`config.mk`:
```
export PLATFORM = sky130hd
export DESIGN_NAME = alu_cmd_sequencer
export DESIGN_NICKNAME = d
export VERILOG_FILES = /design/src/rtl/alu_seq_pkg.sv /design/src/rtl/alu_cmd_fifo.sv /design/src/rtl/alu_cmd_sequencer.sv
export SDC_FILE = /design/constraint.sdc
export NUM_CORES = 1
export LEC_CHECK = 0
export BUFFER_PORTS_ARGS = -buffer_cell sky130_fd_sc_hd__buf_2
export CORE_MARGIN = 2
export CORE_UTILIZATION = 40
export CTS_CLUSTER_SIZE = 8
export DETAILED_ROUTE_END_ITERATION = 10
export PLACE_DENSITY = 0.66
export SETUP_SLACK_MARGIN = 0.02
export SLEW_MARGIN = 10
export SYNTH_ARGS = -nofsm -noshare
export SYNTH_HDL_FRONTEND = slang
export SYNTH_SLANG_ARGS = --single-unit
```
`constraint.sdc`:
```
create_clock -name clk -period 6.4 [get_ports clk]
set_clock_uncertainty 0.15 [all_clocks]
set_input_delay 1.28 -clock clk [delete_from_list [all_inputs] [get_ports clk]]
set_output_delay 1.28 -clock clk [all_outputs]
set_load 0.01 [all_outputs]
```
`src/rtl/alu_seq_pkg.sv`:
```
// Shared defaults, FSM encoding and command record layout
// for the ALU command sequencer and its command FIFO.
package alu_seq_pkg;

  localparam int W_DEF     = 8;
  localparam int SEL_W_DEF = 3;

  localparam logic [1:0] ST_IDLE   = 2'd0;
  localparam logic [1:0] ST_SETTLE = 2'd1;
  localparam logic [1:0] ST_RESP   = 2'd2;

  typedef struct packed {
    logic [W_DEF-1:0]     a;
    logic [W_DEF-1:0]     b;
    logic [SEL_W_DEF-1:0] sel;
  } cmd_t;

  function automatic int cmd_width(
    input int w,
    input int sel_w
  );
    return 2 * w + sel_w;
  endfunction

endpackage

```
`src/rtl/alu_cmd_fifo.sv`:
```
// Synchronous FIFO for buffered ALU commands.
// Ports: push/wdata write, pop/rdata read, full/empty/count status.
module alu_cmd_fifo #(
  parameter int WIDTH = 19,
  parameter int DEPTH = 4
) (
  input  logic                     clk,
  input  logic                     rst,
  input  logic                     push,
  input  logic                     pop,
  input  logic [WIDTH-1:0]         wdata,
  output logic [WIDTH-1:0]         rdata,
  output logic                     full,
  output logic                     empty,
  output logic [$clog2(DEPTH):0]   count
);

  localparam int AW = $clog2(DEPTH);
  localparam int PW = AW + 1;

  logic [WIDTH-1:0] mem_q [DEPTH];
  logic [PW-1:0]    wptr_q, wptr_d;
  logic [PW-1:0]    rptr_q, rptr_d;
  logic             do_push;
  logic             do_pop;

  // Extra top bit distinguishes full from empty
  // when the index bits match.
  assign empty = (wptr_q == rptr_q);
  assign full  = (wptr_q[AW] != rptr_q[AW]) &&
                 (wptr_q[AW-1:0] == rptr_q[AW-1:0]);
  assign count = wptr_q - rptr_q;
  assign rdata = mem_q[rptr_q[AW-1:0]];

  assign do_push = push && !full;
  assign do_pop  = pop && !empty;

  always_comb begin
    wptr_d = wptr_q + PW'(do_push);
    rptr_d = rptr_q + PW'(do_pop);
  end

  always_ff @(posedge clk) begin
    if (rst) begin
      wptr_q <= '0;
      rptr_q <= '0;
    end else begin
      wptr_q <= wptr_d;
      rptr_q <= rptr_d;
    end
  end

  always_ff @(posedge clk) begin
    if (do_push) begin
      mem_q[wptr_q[AW-1:0]] <= wdata;
    end
  end

endmodule

```
`src/rtl/alu_cmd_sequencer.sv`:
```
// Buffers ALU commands, drives them to the ALU, captures and returns Y.
// Ports: cmd_* in-stream, alu_* to/from ALU, res_* out-stream, busy, op_count.
module alu_cmd_sequencer
  import alu_seq_pkg::*;
#(
  parameter int W        = W_DEF,
  parameter int SEL_W    = SEL_W_DEF,
  parameter int DEPTH    = 4,
  parameter int WAIT_CYC = 1
) (
  input  logic             clk,
  input  logic             rst,
  input  logic             cmd_valid,
  output logic             cmd_ready,
  input  logic [W-1:0]     cmd_a,
  input  logic [W-1:0]     cmd_b,
  input  logic [SEL_W-1:0] cmd_sel,
  output logic [W-1:0]     alu_a,
  output logic [W-1:0]     alu_b,
  output logic [SEL_W-1:0] alu_sel,
  input  logic [W-1:0]     alu_y,
  output logic             res_valid,
  input  logic             res_ready,
  output logic [W-1:0]     res_y,
  output logic [SEL_W-1:0] res_sel,
  output logic             busy,
  output logic [7:0]       op_count
);

  localparam int CMD_W = cmd_width(W, SEL_W);
  localparam int AW    = $clog2(DEPTH);
  localparam int CNT_W = (WAIT_CYC > 1) ? $clog2(WAIT_CYC) : 1;
  localparam logic [CNT_W-1:0] CNT_LAST = CNT_W'(WAIT_CYC - 1);

  logic [1:0]       state_q, state_d;
  logic [CNT_W-1:0] cnt_q, cnt_d;
  logic [W-1:0]     alu_a_q, alu_a_d;
  logic [W-1:0]     alu_b_q, alu_b_d;
  logic [SEL_W-1:0] alu_sel_q, alu_sel_d;
  logic [W-1:0]     res_y_q, res_y_d;
  logic [SEL_W-1:0] res_sel_q, res_sel_d;
  logic [7:0]       op_count_q, op_count_d;

  logic             fifo_push;
  logic             fifo_pop;
  logic [CMD_W-1:0] fifo_wdata;
  logic [CMD_W-1:0] fifo_rdata;
  logic             fifo_full;
  logic             fifo_empty;
  logic [AW:0]      fifo_count;

  // Held low during reset so commands offered then are dropped.
  assign cmd_ready  = !fifo_full && !rst;
  assign fifo_push  = cmd_valid && cmd_ready;
  assign fifo_wdata = {cmd_a, cmd_b, cmd_sel};

  alu_cmd_fifo #(
    .WIDTH (CMD_W),
    .DEPTH (DEPTH)
  ) u_fifo (
    .clk   (clk),
    .rst   (rst),
    .push  (fifo_push),
    .pop   (fifo_pop),
    .wdata (fifo_wdata),
    .rdata (fifo_rdata),
    .full  (fifo_full),
    .empty (fifo_empty),
    .count (fifo_count)
  );

  always_comb begin
    state_d    = state_q;
    cnt_d      = cnt_q;
    alu_a_d    = alu_a_q;
    alu_b_d    = alu_b_q;
    alu_sel_d  = alu_sel_q;
    res_y_d    = res_y_q;
    res_sel_d  = res_sel_q;
    op_count_d = op_count_q;
    fifo_pop   = 1'b0;
    unique case (state_q)
      ST_IDLE: begin
        if (!fifo_empty) begin
          fifo_pop  = 1'b1;
          alu_a_d   = fifo_rdata[CMD_W-1 -: W];
          alu_b_d   = fifo_rdata[SEL_W +: W];
          alu_sel_d = fifo_rdata[SEL_W-1:0];
          cnt_d     = '0;
          state_d   = ST_SETTLE;
        end
      end
      ST_SETTLE: begin
        cnt_d = cnt_q + CNT_W'(1);
        if (cnt_q == CNT_LAST) begin
          res_y_d   = alu_y;
          res_sel_d = alu_sel_q;
          state_d   = ST_RESP;
        end
      end
      ST_RESP: begin
        if (res_ready) begin
          op_count_d = op_count_q + 8'd1;
          state_d    = ST_IDLE;
        end
      end
      default: begin
        state_d = ST_IDLE;
      end
    endcase
  end

  always_ff @(posedge clk) begin
    if (rst) begin
      state_q    <= ST_IDLE;
      cnt_q      <= '0;
      alu_a_q    <= '0;
      alu_b_q    <= '0;
      alu_sel_q  <= '0;
      res_y_q    <= '0;
      res_sel_q  <= '0;
      op_count_q <= '0;
    end else begin
      state_q    <= state_d;
      cnt_q      <= cnt_d;
      alu_a_q    <= alu_a_d;
      alu_b_q    <= alu_b_d;
      alu_sel_q  <= alu_sel_d;
      res_y_q    <= res_y_d;
      res_sel_q  <= res_sel_d;
      op_count_q <= op_count_d;
    end
  end

  assign alu_a     = alu_a_q;
  assign alu_b     = alu_b_q;
  assign alu_sel   = alu_sel_q;
  assign res_valid = (state_q == ST_RESP);
  assign res_y     = res_y_q;
  assign res_sel   = res_sel_q;
  assign op_count  = op_count_q;
  assign busy      = (fifo_count != '0) || (state_q != ST_IDLE);

endmodule

```
==> qor.csv, run 1 <==
stage,metric,value,unit
final_layout,area_growth,21.6,%
synth,syn_avg_cell_area,13.5,sq um
sta,worst_slack,2.68,ns
sta,grt_setup_unrepaired,no,
worst_hold_path,min-delay-start,res_y[0]$_SDFFE_PP0P_,
worst_setup_path,cp_max_fo,23,
die,pin_count,72,
routing,wl_per_cell,15.6,um
sta,drv_slew,0,
pwr,p_leak,2.31,nW
worst_setup_path,cp.arrival,2.29,ns
worst_setup_path,crit_required,4.97,ns
synth,ys_types,42,
worst_hold_path,hold_class,reg -> reg,
pwr,combPwrFrac,25.7,%
final_layout,final_util,50.4,%
worst_setup_path,r2r_slack,3.44,ns
routing,num_vias,3178,
pwr,p_int,1.80,mW
routing,routed_wl,9790,um
cts,clock_sinks,123,
routing,ant_nets,0,
global_route,grt_usage,15.3,%
cts,clk_pin_slew_worst_paths,0.06,ns
die,fp.dieW,116,um
place,gp_congestion,0.733,
worst_setup_path,start_kind,flop,
cts,cts_made_buffers,17,
synth,yosysSeqAreaShare,64.2,%
worst_hold_path,min_to,res_y[0]$_SDFFE_PP0P_,
cts,h-tree-depth,4,
cts,post_cts_buffers,0,
global_route,grt_overflow,0,
place,place.detailed.hpwl,6340,um
cts,tritoncts,done,
routing,viasPerCell,5.08,
final_layout,mostFrequentLayoutCells,"76 x edfxtp_1, 71 x buf_2, 47 x dfxtp_1",
synth,synth-edff-count,76,
synth,synthFlopType,edfxtp_1,
pwr,p_sw,0.789,mW
flow_run,drv_cap,0,
pwr,power.density,423,mW/mm^2
cts,clockBufferDepth,2,
die,core.rowCount,40,
worst_setup_path,critical_path.endpoint_type,output port,
die,core_area,0.0121,sq mm
synth,syn_inst,371,
worst_setup_path,reg2reg_depth,8,
worst_hold_path,holdPathStages,2,
synth,synth-seq-cells,123,
pwr,vdd_drop_max,0.174,mV
sta,finalSetupViolations,0,
place,pre_cts_slack,2.91,ns
global_route,grt_first_pass_wirelength,15600,um
die,floorplan.initialDensity,41.5,%
sta,tns,0,ns
global_route,grt_pass1_vias,3122,
run_status,outcome,completed,
final_layout,drive_gt1_share,29.7,%
cts,cts.repair.resized,0,
cts,cts-hold-fix-buffers,0,
worst_setup_path,crit-reg2reg-capture,u_fifo.wptr_q[1]$_SDFF_PP0_,
die,die-area,0.0135,sq mm
final_layout,final_nets,484,
sta,worst_pin_slew,1.09,ns
sta,fmax,269,MHz
final_layout,antenna_cells,0,
global_route,grt_max_degree,49,
synth,netlist_area,0.00502,sq mm
pwr,power_frac_seq,38.9,%
sta,hold_viol_final,0,
synth,synthArstFlopShare,0,%
routing,dr.first_iter.drc_count,292,
worst_setup_path,worstSetupPathType,reg -> out,
final_layout,layout_commonest_cell,edfxtp_1,
cts,root_buffer,clkbuf_16,
sta,final.period_utilization,58.1,%
routing,drc,0,
routing,first_pass_iters,4,
die,fp.dieH,116,um
pwr,sw_frac_of_total,30.5,%
place,io_buffers,71,
synth,yosys_warnings,0,
sta,min_period,3.72,ns
pwr,p_clk_share,35.4,%
sta,relSlewSlack,26.8,%
worst_setup_path,r2r_start,u_fifo.wptr_q[0]$_SDFF_PP0_,
synth,syn_nets,410,
cts,clk_latency,0.40,ns
global_route,grt_antenna_before_repair,0,
[logic make-up after synthesis]
| family | count (synthesis) | synth area share [%] |
|---|---|---|
| AND/OR/NAND/NOR | 133 | 14.0 |
| flip-flops | 123 | 64.2 |
| AO/OA/AOI/OAI | 48 | 6.28 |
| buffers and inverters | 32 | 3.29 |
| multiplexers | 20 | 8.72 |
| adder cells (fa/ha/maj) | 8 | 2.14 |
| XOR/XNOR | 7 | 1.37 |
[worst max-delay path by stage]
stage                                      from                            to  slack, ns  depth (start not counted)
floorplan                                   rst  u_fifo.mem_q[2][0]$_DFFE_PP_       2.74                          5
global placement                            rst                     cmd_ready       2.92                          4
detailed placement                          rst                     cmd_ready       2.91                          4
CTS                 u_fifo.wptr_q[0]$_SDFF_PP0_                     cmd_ready       2.68                          5
global route        u_fifo.wptr_q[0]$_SDFF_PP0_                     cmd_ready       2.56                          5
finish              u_fifo.wptr_q[0]$_SDFF_PP0_                     cmd_ready       2.68                          5
[synth_stat cells (2+ instances only)]
master / instances / area [sq um]
edfxtp_1: 76 / 2280
dfxtp_1: 47 / 941
nand2_1: 44 / 165
nand3_1: 40 / 200
nor2b_1: 24 / 150
o211ai_1: 20 / 150
mux4_2: 19 / 428
a21oi_1: 18 / 90.1
clkbuf_1: 15 / 56.3
ha_1: 7 / 87.6
inv_1: 7 / 26.3
nor2_1: 6 / 22.5
buf_6: 4 / 45.0
nor3_1: 4 / 20.0
xnor2_1: 4 / 35.0
buf_2: 3 / 15.0
o31ai_1: 3 / 22.5
or4_1: 3 / 22.5
o21ai_0: 2 / 10.0
or3_1: 2 / 12.5
xor2_1: 2 / 17.5
[power by group through the flow]
stage / Clock (mW) / Sequential [mW] / Combinational (mW)
finish: 0.917 / 1.01 / 0.664
global route: 0.975 / 1.02 / 0.725
CTS: 0.933 / 1.01 / 0.670
detailed placement: 0 / 1.02 / 0.665
global placement: 0 / 1.02 / 0.654
floorplan: 0 / 1.04 / 0.459
[layout make-up]
cell class	count	area, sq um
well taps	168	210
clock inverters	14	145
repair buffers	79	415
clock buffers	18	429
multi-input cells	216	1660
inverters	8	30.0
fillers	1056	6000
flip-flops and latches	123	3220
[worst max-delay path, cell delays in order, from the launching register on]
cell and delay (ns):
dfxtp_1 0.40, inv_1 0.12, ha_1 0.34, and2_1 0.69
a21oi_1 0.16, buf_2 0.17
[through the flow]
step	area, sq um	power [mW]	instances	hold WS (ns)
finish	6110	2.59	626	0.301
global route	6110	2.72	626	0.326
CTS	6110	2.61	626	0.302
detailed placement	5530	1.69	594	0.294
global placement	5530	1.67	594	0.288
floorplan	5020	1.50	371	0.331
[sequential cells by signal, indices dropped and copies added (netlist names)]
name           flops
u_fifo.mem_q      76
cnt_q              1
state_q            2
u_fifo.wptr_q      3
alu_b              8
alu_a              8
alu_sel            3
op_count           8
u_fifo.rptr_q      3
res_sel            3
res_y              8
[layer usage]
layer	vias up	GRT usage (%)	wire (um)
met5	-	0	0
met2	101	25.0	4660
met1	1532	19.9	4470
li1	1530	-	-
met3	15	4.50	553
met4	0	4.84	112
No activity file was read; power rests on OpenSTA's default activity.
==> inputs of run 2 (changes only) <==
clock period = 3.8 ns   (was 6.4 ns; I/O delays follow)
==> run 2 against run 1 <==
  * Register-to-register slack lost 2.4 ns
  * First-iteration DRC count shrank 39%
  * Final cell count grew 0.32%
  * Highest routed layer unchanged
==> qor.csv, run 2 (synthesis gave the netlist of run 1 again) <==
stage,metric,value,unit,change
die,die-area,0.0135,sq mm,unchanged
final_layout,mostFrequentLayoutCells,"76 x edfxtp_1, 71 x buf_2, 47 x dfxtp_1",,
routing,viasPerCell,5.06,,-0.29%
sta,relSlewSlack,28.6,%,+1.9 points
cts,clockBufferDepth,2,,unchanged
worst_setup_path,crit_path_start,u_fifo.rptr_q[2]$_SDFF_PP0_,,
worst_hold_path,hold_class,reg -> reg,,
worst_hold_path,min-delay-start,res_sel[1]$_SDFFE_PP0P_,,
cts,clk_latency,0.41,ns,about the same
cts,tritoncts,done,,
cts,clock_sinks,123,,unchanged
flow_run,drv_cap,0,,unchanged
final_layout,final_util,50.6,%,+0.21 points
cts,cts_made_buffers,17,,unchanged
routing,num_vias,3179,,+0.031%
worst_setup_path,crit_required,2.89,ns,-2.08 ns
global_route,grt_first_pass_wirelength,15700,um,+0.40%
worst_setup_path,cp.arrival,2.20,ns,-0.09 ns
global_route,grt_pass1_vias,3101,,-0.67%
pwr,p_leak,2.31,nW,+0.32%
final_layout,layout_commonest_cell,edfxtp_1,,
place,pre_cts_slack,1.10,ns,-1.81 ns
die,floorplan.initialDensity,41.5,%,unchanged
die,core_area,0.0121,sq mm,unchanged
final_layout,fillers,1074,,+1.7%
die,pin_count,72,,unchanged
place,gp_congestion,0.772,,+5.4%
worst_setup_path,r2r_start,u_fifo.rptr_q[2]$_SDFF_PP0_,,
sta,hold_viol_final,0,,unchanged
cts,root_buffer,clkbuf_16,,
global_route,grt_antenna_before_repair,0,,unchanged
die,fp.dieW,116,um,unchanged
place,io_buffers,71,,unchanged
cts,h-tree-depth,4,,unchanged
final_layout,drive_gt1_share,29.8,%,+0.088 points
final_layout,final_cells,628,,+0.32%
sta,drv_slew,0,,unchanged
final_layout,area_growth,22.1,%,
worst_setup_path,worst-path-buf-inv,1,,-1
worst_setup_path,critical_path.endpoint_type,output port,,
cts,cts-hold-fix-buffers,0,,unchanged
routing,first_pass_iters,4,,unchanged
worst_setup_path,slowest_delay,0.86,ns,+0.17 ns
cts,cts.repair.resized,0,,unchanged
pwr,vdd_drop_max,0.357,mV,+110%
pwr,power.density,716,mW/mm^2,+69%
sta,worst_slack,0.695,ns,-1.99 ns
sta,worst_pin_slew,1.07,ns,-0.0278 ns
place,dpl.cell_count,596,,+0.34%
cts,post_cts_buffers,0,,unchanged
global_route,grt_usage,15.7,%,+0.42 points
routing,ant_nets,0,,unchanged
final_layout,stdcell_area,0.00613,sq mm,+0.41%
sta,finalSetupViolations,0,,unchanged
routing,dr.first_iter.drc_count,178,,-39%
run_status,outcome,completed,,
sta,fmax,322,MHz,
routing,routed_wl,9820,um,+0.29%
worst_setup_path,crit_chain,xnor2_2 -> xnor2_1 -> or3_1 -> buf_2,,
die,core.rowCount,40,,unchanged
cts,clk_pin_slew_worst_paths,0.06,ns,about the same
die,fp.dieH,116,um,unchanged
worst_setup_path,crit_slowest_cell,xnor2_2,,
place,placed_cell_area,0.00555,sq mm,+0.27%
worst_setup_path,worstSetupPathType,reg -> out,,
routing,drc,0,,unchanged
global_route,grt_max_degree,27,,-45%
sta,tns,0,ns,unchanged
worst_setup_path,path_delay_family,XOR/XNOR gates,,
worst_setup_path,start_kind,flop,,
final_layout,largest_reg_flops,76,,unchanged
routing,wl_per_cell,15.6,um,about the same
global_route,grt_overflow,0,,unchanged
final_layout,antenna_cells,0,,unchanged
sta,grt_setup_unrepaired,no,,
final_layout,final_nets,486,,+0.41%
sta,min_period,3.11,ns,
worst_setup_path,cp_max_fo,24,,+4.3%
place,place.detailed.hpwl,6550,um,+3.3%
sta,final.period_utilization,81.7,%,
run 2: changes by cell type in the layout (fill, tap and decap cells not counted):
cell        before  now
buf_4            8   10
bufinv_16        2    3
clkbuf_1         1    2
clkinv_2         1    2
clkinv_4         4    2
clkinvlp_4       1    3
inv_6            3    0
run 2: final cells by class:
| cell class | count | area [sq um] | share of cell area [%] |
|---|---|---|---|
| Tap cell | 168 | 210 | 3.43 |
| Inverter | 8 | 30.0 | 0.490 |
| Clock inverter | 13 | 151 | 2.47 |
| Multi-Input combinational cell | 216 | 1660 | 27.0 |
| Clock buffer | 19 | 433 | 7.06 |
| Timing Repair Buffer | 81 | 430 | 7.02 |
| Sequential cell | 123 | 3220 | 52.5 |
run 2: path summary, 6_finish.rpt:
path | to | cells past startpoint | slack, ns
min | res_sel[1]$_SDFFE_PP0P_ | 2 | 0.30
min reg2reg | res_sel[1]$_SDFFE_PP0P_ | 2 | 0.30
max | busy | 4 | 0.69
max reg2reg | u_fifo.mem_q[0][10]$_DFFE_PP_ | 4 | 1.08
run 2: per-stage QoR:
stage | power, mW | hold WS, ns
after global routing | 4.63 | 0.326
after CTS | 4.44 | 0.301
after detailed placement | 2.86 | 0.293
after global placement | 2.83 | 0.289
final | 4.39 | 0.300
after floorplan | 2.53 | 0.331
run 2: layer usage:
metal	vias to the layer above	global-route usage (%)	wire length (um)
met1	1545	20.1	4530
met2	90	25.1	4710
met5	-	0	0
li1	1535	-	-
met4	0	6.11	107
met3	9	5.18	482
run 2: where the power goes:
| part | switching (mW) | internal [mW] | leakage [nW] | total, mW |
|---|---|---|---|---|
| Combinational | 0.642 | 0.491 | 0.964 | 1.13 |
| Sequential | 0.109 | 1.59 | 1.07 | 1.70 |
| Clock | 0.537 | 1.02 | 0.275 | 1.56 |
run 2: worst min-delay path: stages (launching register included):
cell     delay, ns
dfxtp_1       0.30
nand2_1       0.05
a21oi_1       0.05
